$ cat config.mk
export PLATFORM = sky130hd
export DESIGN_NAME = wb_timer_flat
export DESIGN_NICKNAME = d
export VERILOG_FILES = /design/src/rtl/wb_timer_if.sv /design/src/rtl/wb_timer.sv /design/src/flat_wrapper.sv
export SDC_FILE = /design/constraint.sdc
export NUM_CORES = 1
export LEC_CHECK = 0
export ABC_AREA = 1
export CAP_MARGIN = 25
export CORE_MARGIN = 10
export CORE_UTILIZATION = 40
export CTS_BUF_LIST = sky130_fd_sc_hd__clkbuf_8
export DETAILED_ROUTE_END_ITERATION = 6
export PLACE_DENSITY_LB_ADDON = 0.2
export SLEW_MARGIN = 20
export SYNTH_ARGS = -nofsm -noshare
export SYNTH_HDL_FRONTEND = slang
export SYNTH_SLANG_ARGS = --single-unit
$ cat constraint.sdc
create_clock -name clk_i -period 1.86 [get_ports clk_i]
set_input_delay 0.372 -clock clk_i [delete_from_list [all_inputs] [get_ports clk_i]]
set_output_delay 0.372 -clock clk_i [all_outputs]
set_load 0.01 [all_outputs]
$ cat src/rtl/wb_timer_if.sv
// Wishbone classic-cycle bundle between the bus bridge (master) and the timer
// responder (slave).
interface wb_timer_if #(
  parameter int ADDR_WIDTH = 32
);
  // Handshake: a request is cyc & stb held by the master; the slave answers with a
  // single-cycle ack, after which the master drops stb. rdata is meaningful only
  // while ack is high.
  logic [ADDR_WIDTH-1:0] addr;
  logic [31:0]           wdata;
  logic [31:0]           rdata;
  logic                  wr_en;
  logic [3:0]            byte_en;
  logic                  stb;
  logic                  cyc;
  logic                  ack;

  modport master (output addr, wdata, wr_en, byte_en, stb, cyc, input rdata, ack);
  modport slave  (input addr, wdata, wr_en, byte_en, stb, cyc, output rdata, ack);
endinterface

$ cat src/rtl/wb_timer.sv
// 32-bit prescaled timer on Wishbone: compare match, optional auto-reload,
// sticky write-1-to-clear MATCH flag and a registered level interrupt.
module wb_timer #(
  parameter logic [7:0] SEL_BYTE   = 8'h0D,
  parameter int         ADDR_WIDTH = 32
) (
  input  logic      clk_i,
  input  logic      rst_ni,
  wb_timer_if.slave wb,
  output logic      irq_o
);
  localparam logic [2:0] IDX_CTRL     = 3'd0;
  localparam logic [2:0] IDX_PRESCALE = 3'd1;
  localparam logic [2:0] IDX_COUNT    = 3'd2;
  localparam logic [2:0] IDX_COMPARE  = 3'd3;
  localparam logic [2:0] IDX_STATUS   = 3'd4;

  logic        ack_q;
  logic [31:0] rdata_q;
  logic        irq_q, irq_d;
  logic [2:0]  ctrl_q, ctrl_d;
  logic [15:0] prescale_q, prescale_d;
  logic [15:0] pcnt_q, pcnt_d;
  logic [31:0] count_q, count_d;
  logic [31:0] compare_q, compare_d;
  logic        match_q, match_d;

  logic        req, access, wr, rd;
  logic [2:0]  idx;
  logic        tick, hit;
  logic [31:0] rd_mux;
  logic        unused_addr;

  function automatic logic [31:0] merge_be(input logic [31:0] old_v,
                                           input logic [31:0] new_v,
                                           input logic [3:0]  be);
    logic [31:0] res;
    for (int b = 0; b < 4; b++) begin
      res[8*b +: 8] = be[b] ? new_v[8*b +: 8] : old_v[8*b +: 8];
    end
    return res;
  endfunction

  // A request is acted on only in the cycle before its ack, so a held strobe
  // produces one access every second cycle.
  assign req    = wb.cyc & wb.stb & (wb.addr[ADDR_WIDTH-1 -: 8] == SEL_BYTE);
  assign access = req & ~ack_q;
  assign wr     = access & wb.wr_en;
  assign rd     = access & ~wb.wr_en;
  assign idx    = wb.addr[4:2];
  assign tick   = ctrl_q[0] & (pcnt_q == prescale_q);
  assign hit    = tick & (count_q == compare_q);

  assign unused_addr = ^{wb.addr[ADDR_WIDTH-9:5], wb.addr[1:0]};

  always_comb begin
    rd_mux = '0;
    case (idx)
      IDX_CTRL:     rd_mux = {29'd0, ctrl_q};
      IDX_PRESCALE: rd_mux = {16'd0, prescale_q};
      IDX_COUNT:    rd_mux = count_q;
      IDX_COMPARE:  rd_mux = compare_q;
      IDX_STATUS:   rd_mux = {31'd0, match_q};
      default:      rd_mux = '0;
    endcase
  end

  always_comb begin
    ctrl_d     = ctrl_q;
    prescale_d = prescale_q;
    count_d    = count_q;
    compare_d  = compare_q;
    match_d    = match_q;
    pcnt_d     = '0;

    if (ctrl_q[0] && !tick) pcnt_d = pcnt_q + 16'd1;
    if (tick) count_d = (hit && ctrl_q[1]) ? 32'd0 : count_q + 32'd1;

    // Bus writes are applied after the tick so a COUNT write overrides it.
    if (wr) begin
      case (idx)
        IDX_CTRL: begin
          if (wb.byte_en[0]) ctrl_d = wb.wdata[2:0];
          pcnt_d = '0;
        end
        IDX_PRESCALE: begin
          if (wb.byte_en[0]) prescale_d[7:0]  = wb.wdata[7:0];
          if (wb.byte_en[1]) prescale_d[15:8] = wb.wdata[15:8];
          pcnt_d = '0;
        end
        IDX_COUNT:   count_d   = merge_be(count_q, wb.wdata, wb.byte_en);
        IDX_COMPARE: compare_d = merge_be(compare_q, wb.wdata, wb.byte_en);
        IDX_STATUS:  if (wb.byte_en[0] && wb.wdata[0]) match_d = 1'b0;
        default: ;
      endcase
    end

    // A fresh match outranks a simultaneous clear.
    if (hit) match_d = 1'b1;
    irq_d = match_d & ctrl_d[2];
  end

  always_ff @(posedge clk_i or negedge rst_ni) begin
    if (!rst_ni) begin
      ack_q      <= 1'b0;
      rdata_q    <= '0;
      irq_q      <= 1'b0;
      ctrl_q     <= '0;
      prescale_q <= '0;
      pcnt_q     <= '0;
      count_q    <= '0;
      compare_q  <= 32'hFFFF_FFFF;
      match_q    <= 1'b0;
    end else begin
      ack_q      <= access;
      rdata_q    <= rd ? rd_mux : 32'd0;
      irq_q      <= irq_d;
      ctrl_q     <= ctrl_d;
      prescale_q <= prescale_d;
      pcnt_q     <= pcnt_d;
      count_q    <= count_d;
      compare_q  <= compare_d;
      match_q    <= match_d;
    end
  end

  assign wb.ack   = ack_q;
  assign wb.rdata = rdata_q;
  assign irq_o    = irq_q;
endmodule
$ cat src/flat_wrapper.sv
// flat-port wrapper written by rule: the top's interface ports become plain ports
module wb_timer_flat 
#(
  parameter logic [7:0] SEL_BYTE   = 8'h0D,
  parameter int         ADDR_WIDTH = 32
)
  (clk_i, rst_ni, irq_o, wb_addr, wb_wdata, wb_wr_en, wb_byte_en, wb_stb, wb_cyc, wb_rdata, wb_ack);
  wb_timer_if #(.ADDR_WIDTH(ADDR_WIDTH)) wb_i ();
  input  logic clk_i;
  input  logic rst_ni;
  output logic irq_o;
  input wire logic [$bits(wb_i.addr)-1:0] wb_addr;
  input wire logic [$bits(wb_i.wdata)-1:0] wb_wdata;
  input wire logic [$bits(wb_i.wr_en)-1:0] wb_wr_en;
  input wire logic [$bits(wb_i.byte_en)-1:0] wb_byte_en;
  input wire logic [$bits(wb_i.stb)-1:0] wb_stb;
  input wire logic [$bits(wb_i.cyc)-1:0] wb_cyc;
  output wire logic [$bits(wb_i.rdata)-1:0] wb_rdata;
  output wire logic [$bits(wb_i.ack)-1:0] wb_ack;
  assign wb_i.addr = wb_addr;
  assign wb_i.wdata = wb_wdata;
  assign wb_i.wr_en = wb_wr_en;
  assign wb_i.byte_en = wb_byte_en;
  assign wb_i.stb = wb_stb;
  assign wb_i.cyc = wb_cyc;
  assign wb_rdata = wb_i.rdata;
  assign wb_ack = wb_i.ack;
  wb_timer #(.SEL_BYTE(SEL_BYTE), .ADDR_WIDTH(ADDR_WIDTH)) u_core (.clk_i(clk_i), .rst_ni(rst_ni), .wb(wb_i), .irq_o(irq_o));
endmodule
# Word level (Yosys, flattened, before mapping)
# Cells that the tools add are included.
# classes
bitwise	10
mux	20
n_eq_ne	11
add_sub_neg	2
reduce_logical	13
# ops
operator	count
32-bit 2-to-1 mux	5
32-bit one-hot mux with 5 select lines	1
16-bit 2-to-1 mux	3
32-bit by 1-bit adder with 32-bit output, second input constant	1
32-bit equality test	1
8-bit 2-to-1 mux	4
3-bit AND reduction	7
16-bit by 1-bit adder with 16-bit output, second input constant	1
16-bit equality test	1
3-bit != test, second input constant	4
3-bit 2-to-1 mux	3
1-bit AND	8
8-bit by 4-bit equality test with 1-bit output, second input constant	1
3-bit by 2-bit equality test with 1-bit output, second input constant	2
1-bit 2-to-1 mux	4
3-bit by 1-bit equality test with 1-bit output, second input constant	1
3-bit equality test, second input constant	1
1-bit logical AND	3
3-bit logical NOT	1
1-bit inverter	2
2-bit OR reduction	1
1-bit logical NOT	1
# totals
out_inout_bits	34
ff_bits	134
elab_cells	73

# Longest topological paths before layout
# Gate-level depths: netlist (run 1).
# depth
word_depth	8
ltp_mapped	16
depth_no_buf	15

# Worst setup path before layout (run 1)
# Ideal clock, no wire load.
# synth_path
path_kind	register to register
start	register u_core.count_q[1]
end	register u_core.count_q[24]
period_less_slack_ns	1.755
stages_incl_launch_ff	12
arrival_ns	1.690
t_required_ns	1.795
setup_slack_ns	0.105
n_path_buf	0
path_cell_list	dfrtp_1 -> ha_1 -> nand3_1 -> nor2_1 -> nand2_1 -> nor3_1 -> nand2_1 -> nor2_1 -> nand3_1 -> o21ai_1 -> nand2_1 -> nand2_1
# synth_via
elab_chain_len	7
elab_cells_between_ends	8
classes_between	1 x add/sub; 1 x eq/ne; 4 x mux; 1 x bitwise; 1 x reduce/logical
# synth_rtl
item	line	source
start, declared	wb_timer.sv:24	logic [31:0] count_q, count_d;
start signal, assigned	wb_timer.sv:121	count_q <= count_d;
parallel branches: the longest is 3 deep, another holds 32-bit by 1-bit adder with 32-bit output	--	
32-bit 2-to-1 mux * (2 in a row)	wb_timer.sv:77	if (tick) count_d = (hit && ctrl_q[1]) ? 32'd0 : count_q + 32'd1;
32-bit 2-to-1 mux	wb_timer.sv:81	case (idx)
32-bit 2-to-1 mux *	wb_timer.sv:80	if (wr) begin
# Mark *: on every way between the ends.
# A chain may end at the register's enable or synchronous reset.

# Final worst setup path (run 1)
# layout_path
start	register u_core.prescale_q[1]
end	register u_core.count_q[14]
# layout_via
elab_chain_len	8
# layout_rtl
item	line	source
start, declared	wb_timer.sv:22	logic [15:0] prescale_q, prescale_d;
start signal, assigned	wb_timer.sv:119	prescale_q <= prescale_d;
16-bit equality test *	wb_timer.sv:51	assign tick = ctrl_q[0] & (pcnt_q == prescale_q);
1-bit AND *	wb_timer.sv:51	
1-bit AND	wb_timer.sv:52	assign hit = tick & (count_q == compare_q);
1-bit logical AND	wb_timer.sv:77	
32-bit 2-to-1 mux	wb_timer.sv:77	
32-bit 2-to-1 mux *	wb_timer.sv:77	
32-bit 2-to-1 mux	wb_timer.sv:81	
32-bit 2-to-1 mux *	wb_timer.sv:80	
# Every way passes the cells marked *; elsewhere a longest branch is shown, timed or not.

==> impl_metrics.yaml, run 1 <==
yosys:
  synth_edf_count: 0
  yosysUniqueCellTypes: 42
  synthesis.nets: 1120
  synth.top_cell.area_share_pct: 33.7
  synth_top_flop_cell: "dfrtp_1"
  yosys.area.top_type: "dfrtp_1"
  async_flop_share_pct: 100
  synth_area_leaders: "dfrtp_1 (34%), nand2_1 (16%), dfstp_2 (11%), inv_1 (5.8%), nor2_1 (5.5%)"
  yosys_register_bits: 134
  synth_area_per_cell_sq_um: 7.25
  yosys_warnings: 0
  syn-cell-area_sq_mm: 0.00757
  yosysSeqAreaShare_pct: 44.8
  synthCells: 1045
clock_tree:
  clock-sinks: 134
  clkTransAtPathRegs_ps: 90
  ctsRootBufferMaster: "clkbuf_8"
  cts_made_buffers: 17
  cts_htree_levels: 4
  clk_path_buf_depth: 2
  insertion_delay_ps: 470
  tritoncts: "yes"
detailed_routing:
  wl_per_cell_um: 15.1
  ant_nets: 0
  first_iter_violations: 551
  vias: 7922
  routed_wl_mm: 24.2
  drt_pass1_iterations: 5
  drc: 0
  via_per_inst: 4.95
placed_design:
  io_buffers: 85
  place_inst: 1546
  hpwl_mm: 17.8
  gp_congestion: 0.907
  dp_slack_ps: -509
cells_and_area:
  postLayoutCoreUtil_pct: 60.8
  seq_area_sq_mm: 0.00340
  final_cells: 1601
  final_cell_mix: "nand2_1 (302), buf_4 (215), inv_1 (116), dfrtp_1 (97)"
  multi_input_area_sq_mm: 0.00389
  area_delta_synth_final_pct: 49.6
  antenna_cells: 0
  final_common_cell: "nand2_1"
  drive_gt1_share_pct: 31.6
  fillers: 1695
  fin_nets: 1429
timing:
  fin_setup_tns_ps: -1630
  slew_headroom_pct: 72.2
  worst_pin_slew_ps: 413
  grt_setup_unrepaired: "yes"
  final_hold_viol_count: 0
  hold_ws_ps: 346
  fin_crit_sh_pct: 107
  skew_ps: 17.3
  setup_viol: 33
  fin_crit_ps: 1990
  finalMaxSlewViolations: 0
  postLayoutSetupSlackWorst_ps: -131
  max_freq_mhz: 502
power:
  p_leak_nw: 5.19
  ir_drop_uv: 434
  power-per-cell-area_mw_per_mm2: 512
worst_setup_path:
  max_stage_delay_ps: 410
  rrSetupSlack_ps: -130
  r2r_cells: 13
  crit_path_top_delay_cell: "dfrtp_1"
  cp.arrival_ps: 2340
  crit_path_max_fanout: 6
  cp-start-kind: "register"
  reg2reg_to: "u_core.count_q[14]"
  criticalPathCategory: "reg2reg"
  crit_required_ps: 2210
  r2r-start: "u_core.prescale_q[1]"
  cpMostUsedCell: "nor2_2"
  cp-end-kind: "register"
  path_cells: "nor2_2, nor2_2, nor2_2, nand2_2, nor2_4, nand2_4, nor2_8, nand3_4, nand2_8, buf_8, nor2_2, o21bai_1, nand2_1"
run_status:
  outcome: "complete, but fails checks"
  violations: "negative setup slack"
hold_path:
  hp-class: "in2async"
global_route:
  grt_max_degree: 40
  overflow: 0
  grt_pass1_vias: 7669
  gr-usage-all-layers_pct: 19.3
  grt_pass1_wl_mm: 38.2
  antenna_found_initial: 0
job:
  drv_cap: 0
die:
  start_util_pct: 40.6
  die-area_sq_mm: 0.0248
  die_h_um: 158
  die_w_um: 158
  core-area_sq_mm: 0.0186
  ios: 107
  rows: 50
cell families after synthesis:
| logic type | count (synthesis) | share of synthesized area [%] |
|---|---|---|
| AND/OR/NAND/NOR | 553 | 30.8 |
| buffers and inverters | 167 | 8.81 |
| AO/OA/AOI/OAI | 165 | 12.0 |
| flip-flops | 134 | 44.8 |
| multiplexers | 15 | 2.23 |
| XOR/XNOR | 9 | 1.04 |
| adder cells (fa/ha/maj) | 2 | 0.330 |
state kept, by name, indices dropped and copies added, names as in the netlist:
signal / cells
u_core.wb.rdata: 32
u_core.wb.ack: 1
u_core.irq_o: 1
u_core.pcnt_q: 16
u_core.compare_q: 32
u_core.match_q: 1
u_core.prescale_q: 16
u_core.ctrl_q: 3
u_core.count_q: 32
through the flow:
| step | area, sq um | total power, mW |
|---|---|---|
| floorplan | 7570 | 3.05 |
| global placement | 10300 | 3.34 |
| detailed placement | 10300 | 3.34 |
| CTS | 10900 | 5.83 |
| global route | 11300 | 6.00 |
| finish | 11300 | 5.80 |
worst max path at each step:
stage                          from            endpoint  slack [ps]  cells past startpoint
6_report       u_core.prescale_q[1]  u_core.count_q[14]        -130                     13
5_1_grt        u_core.compare_q[29]  u_core.count_q[14]        -250                     14
4_1_cts        u_core.prescale_q[1]  u_core.count_q[14]        -100                     13
3_5_place_dp            wb_addr[24]  u_core.count_q[26]        -510                     10
3_3_place_gp            wb_addr[24]  u_core.count_q[24]        -460                     11
2_1_floorplan     u_core.count_q[1]  u_core.count_q[24]         110                     11
area by class of cell:
type | instances | share of cell area [%]
clock buffers | 21 | 2.55
flip-flops and latches | 134 | 30.0
clock inverters | 11 | 0.972
repair buffers | 322 | 24.8
multi-input cells | 744 | 34.4
inverters | 134 | 4.62
repair inverters | 1 | 0.0773
well taps | 234 | 2.59
worst max-delay path: cells and delay by family (launching register included):
kind	cells	cell delay (ps)
AND/OR/NAND/NOR	11	1190
flip-flops	1	410
buffers and inverters	1	140
AO/OA/AOI/OAI	1	120
synthesized netlist by cell type, types with 2 or more instances:
library cell  instances
a21oi_1              38
a22oi_1              16
a31oi_1              12
and3_1                2
buf_2                10
buf_6                 3
clkbuf_1             18
dfrtp_1             102
dfstp_2              32
ha_1                  2
inv_1               118
inv_2                16
mux2_2               15
nand2_1             324
nand3_1              57
nand4_1              20
nor2_1              111
nor2_2                4
nor2_4                2
nor3_1               20
nor3b_1               3
o211ai_1              2
o21ai_0              69
o21ai_1              19
o21bai_1              4
o22ai_1               2
xor2_1                9
repair_timing:
action,CTS,global route
pin swaps,14,29
gates resized for setup,54,82
hold endpoints to repair,19,0
endpoints found under the setup margin,42,93
hold buffers,1,0
cloned,0,3
buffers inserted,9,10
where the power goes:
| group | switching [mW] | leakage [nW] | internal [mW] | total (mW) |
|---|---|---|---|---|
| logic | 0.201 | 3.23 | 0.182 | 0.383 |
| registers | 0.00450 | 1.74 | 2.92 | 2.92 |
| clock network | 1.18 | 0.211 | 1.31 | 2.49 |
| total | 1.38 | 5.19 | 4.42 | 5.80 |
routing by layer:
| layer | track usage, % | vias up | part of all wire [%] |
|---|---|---|---|
| met4 | 5.79 | 0 | 2.1 |
| li1 | - | 3989 | - |
| met2 | 31.2 | 213 | 46 |
| met5 | 0 | - | 0 |
| met3 | 3.72 | 44 | 5.5 |
| met1 | 25.5 | 3676 | 46 |
Power figures use the tool's default switching activity.
==> run 2, diff against run 1 <==
Settings changed: SLEW_MARGIN 20 to not set.
Clock period 1.86 ns to 2.3 ns, I/O delays scaled along.
==> impl_metrics.yaml, run 2 (synthesis gave the netlist of run 1 again) <==
die:
  core-area_sq_mm: 0.0186
  die_h_um: 158
  rows: 50
  die_w_um: 158
  ios: 107
  start_util_pct: 40.6
  die-area_sq_mm: 0.0248
worst_setup_path:
  cp-end-kind: "register"
  cp.arrival_ps: 2470
  crit_path_max_fanout: 18
  path_cells: "nand2_1, nand2_1, nor2_1, nand2_1, nor2_4, nand2_2, nor2_8, buf_4, nand3_1, nand2_1, nor2_1, o21bai_1, nand2_1"
  crit_required_ps: 2640
  r2r-start: "u_core.pcnt_q[2]"
  criticalPathCategory: "reg2reg"
  cpMostUsedCell: "nand2_1"
  max_stage_delay_ps: 460
  worstSetupStartpoint: "u_core.pcnt_q[2]"
  cp-start-kind: "register"
  crit_path_top_delay_cell: "dfrtp_1"
timing:
  slew_headroom_pct: 63.4
  final_hold_viol_count: 0
  fin_crit_ps: 2130
  skew_ps: 15.3
  max_freq_mhz: 469
  finalMaxSlewViolations: 0
  hold_ws_ps: 510
  worst_pin_slew_ps: 549
  setup_viol: 0
  fin_crit_sh_pct: 92.7
  postLayoutSetupSlackWorst_ps: 168
  fin_setup_tns_ps: 0
  grt_setup_unrepaired: "no"
cells_and_area:
  multi_input_area_sq_mm: 0.00354
  final_common_cell: "nand2_1"
  fin_nets: 1255
  seq_area_sq_mm: 0.00339
  area_delta_synth_final_pct: 25.9
  final_area_sq_mm: 0.00953
  final_cell_mix: "nand2_1 (322), inv_1 (121), nor2_1 (109), dfrtp_1 (101), clkdlybuf4s50_1 (84)"
  fillers: 1864
  drive_gt1_share_pct: 14.8
  antenna_cells: 0
  final_cells: 1427
  postLayoutCoreUtil_pct: 51.1
global_route:
  grt_pass1_vias: 6872
  gr-usage-all-layers_pct: 18.0
  grt_max_degree: 53
  grt_pass1_wl_mm: 35.5
  overflow: 0
  antenna_found_initial: 0
detailed_routing:
  drt_pass1_iterations: 6
  vias: 7163
  drc: 0
  first_iter_violations: 545
  ant_nets: 0
  via_per_inst: 5.02
  routed_wl_mm: 22.0
  wl_per_cell_um: 15.4
power:
  p_leak_nw: 4.20
  ir_drop_uv: 310
  power-per-cell-area_mw_per_mm2: 489
  report.power.total_mw: 4.66
placed_design:
  gp_congestion: 0.906
  dp_slack_ps: -282
  hpwl_mm: 16.4
  place_inst: 1393
  dpl_cell_area_sq_mm: 0.00909
  io_buffers: 85
hold_path:
  hold_path.startpoint: "u_core.compare_q[11]"
  hp-class: "reg2reg"
clock_tree:
  ctsRootBufferMaster: "clkbuf_8"
  clkTransAtPathRegs_ps: 80
  insertion_delay_ps: 450
  clk_path_buf_depth: 2
  clock-sinks: 134
  tritoncts: "yes"
  cts_made_buffers: 17
  cts_htree_levels: 4
job:
  drv_cap: 0
run_status:
  outcome: "finished, final reports clean"
## run 2: worst max-delay path, delay by kind of cell, from the launching register on
family	cells	cell delay, ps
simple gates	11	1190
flops	1	460
buf+inv	1	260
compound gates	1	110
## run 2: cell type report
type	instances	area share [%]
tap	234	3.07
inverter	134	5.30
clock inverter	15	1.73
timing repair buffer	149	14.7
sequential	134	35.6
clock buffer	17	2.45
multi-input combinational	744	37.2
## run 2: path summary, 6_finish.rpt
kind                            slack, ps              endpoint  cells after the start
max in group asynchronous            1060  u_core.compare_q[11]                      3
min in group asynchronous             530      u_core.pcnt_q[0]                      2
worst min register to register        510  u_core.compare_q[11]                      2
worst min-delay path                  510  u_core.compare_q[11]                      2
worst max register to register        170    u_core.count_q[14]                     13
worst max-delay path                  170    u_core.count_q[14]                     13
## run 2: power breakdown
| group | total (mW) | internal (mW) | switching (mW) |
|---|---|---|---|
| clock network | 2.03 | 1.06 | 0.969 |
| registers | 2.37 | 2.36 | 0.00435 |
| logic | 0.264 | 0.116 | 0.148 |
| total | 4.66 | 3.54 | 1.12 |
## run 2: repair_timing
item,in CTS,in global routing
buffers inserted,0,1
setup endpoints to repair,0,28
resized for setup,0,9
hold endpoints to repair,25,0
hold buffers,1,0
## run 2: metal layers
metal / vias up / part of all wire (%) / wire, um / GRT usage [%]
li1: 3628 / - / - / -
met1: 3359 / 49 / 10700 / 24.8
met2: 163 / 45 / 9910 / 28.1
met3: 13 / 5.0 / 1100 / 3.55
met4: 0 / 1.3 / 276 / 4.90
met5: - / 0 / 0 / 0
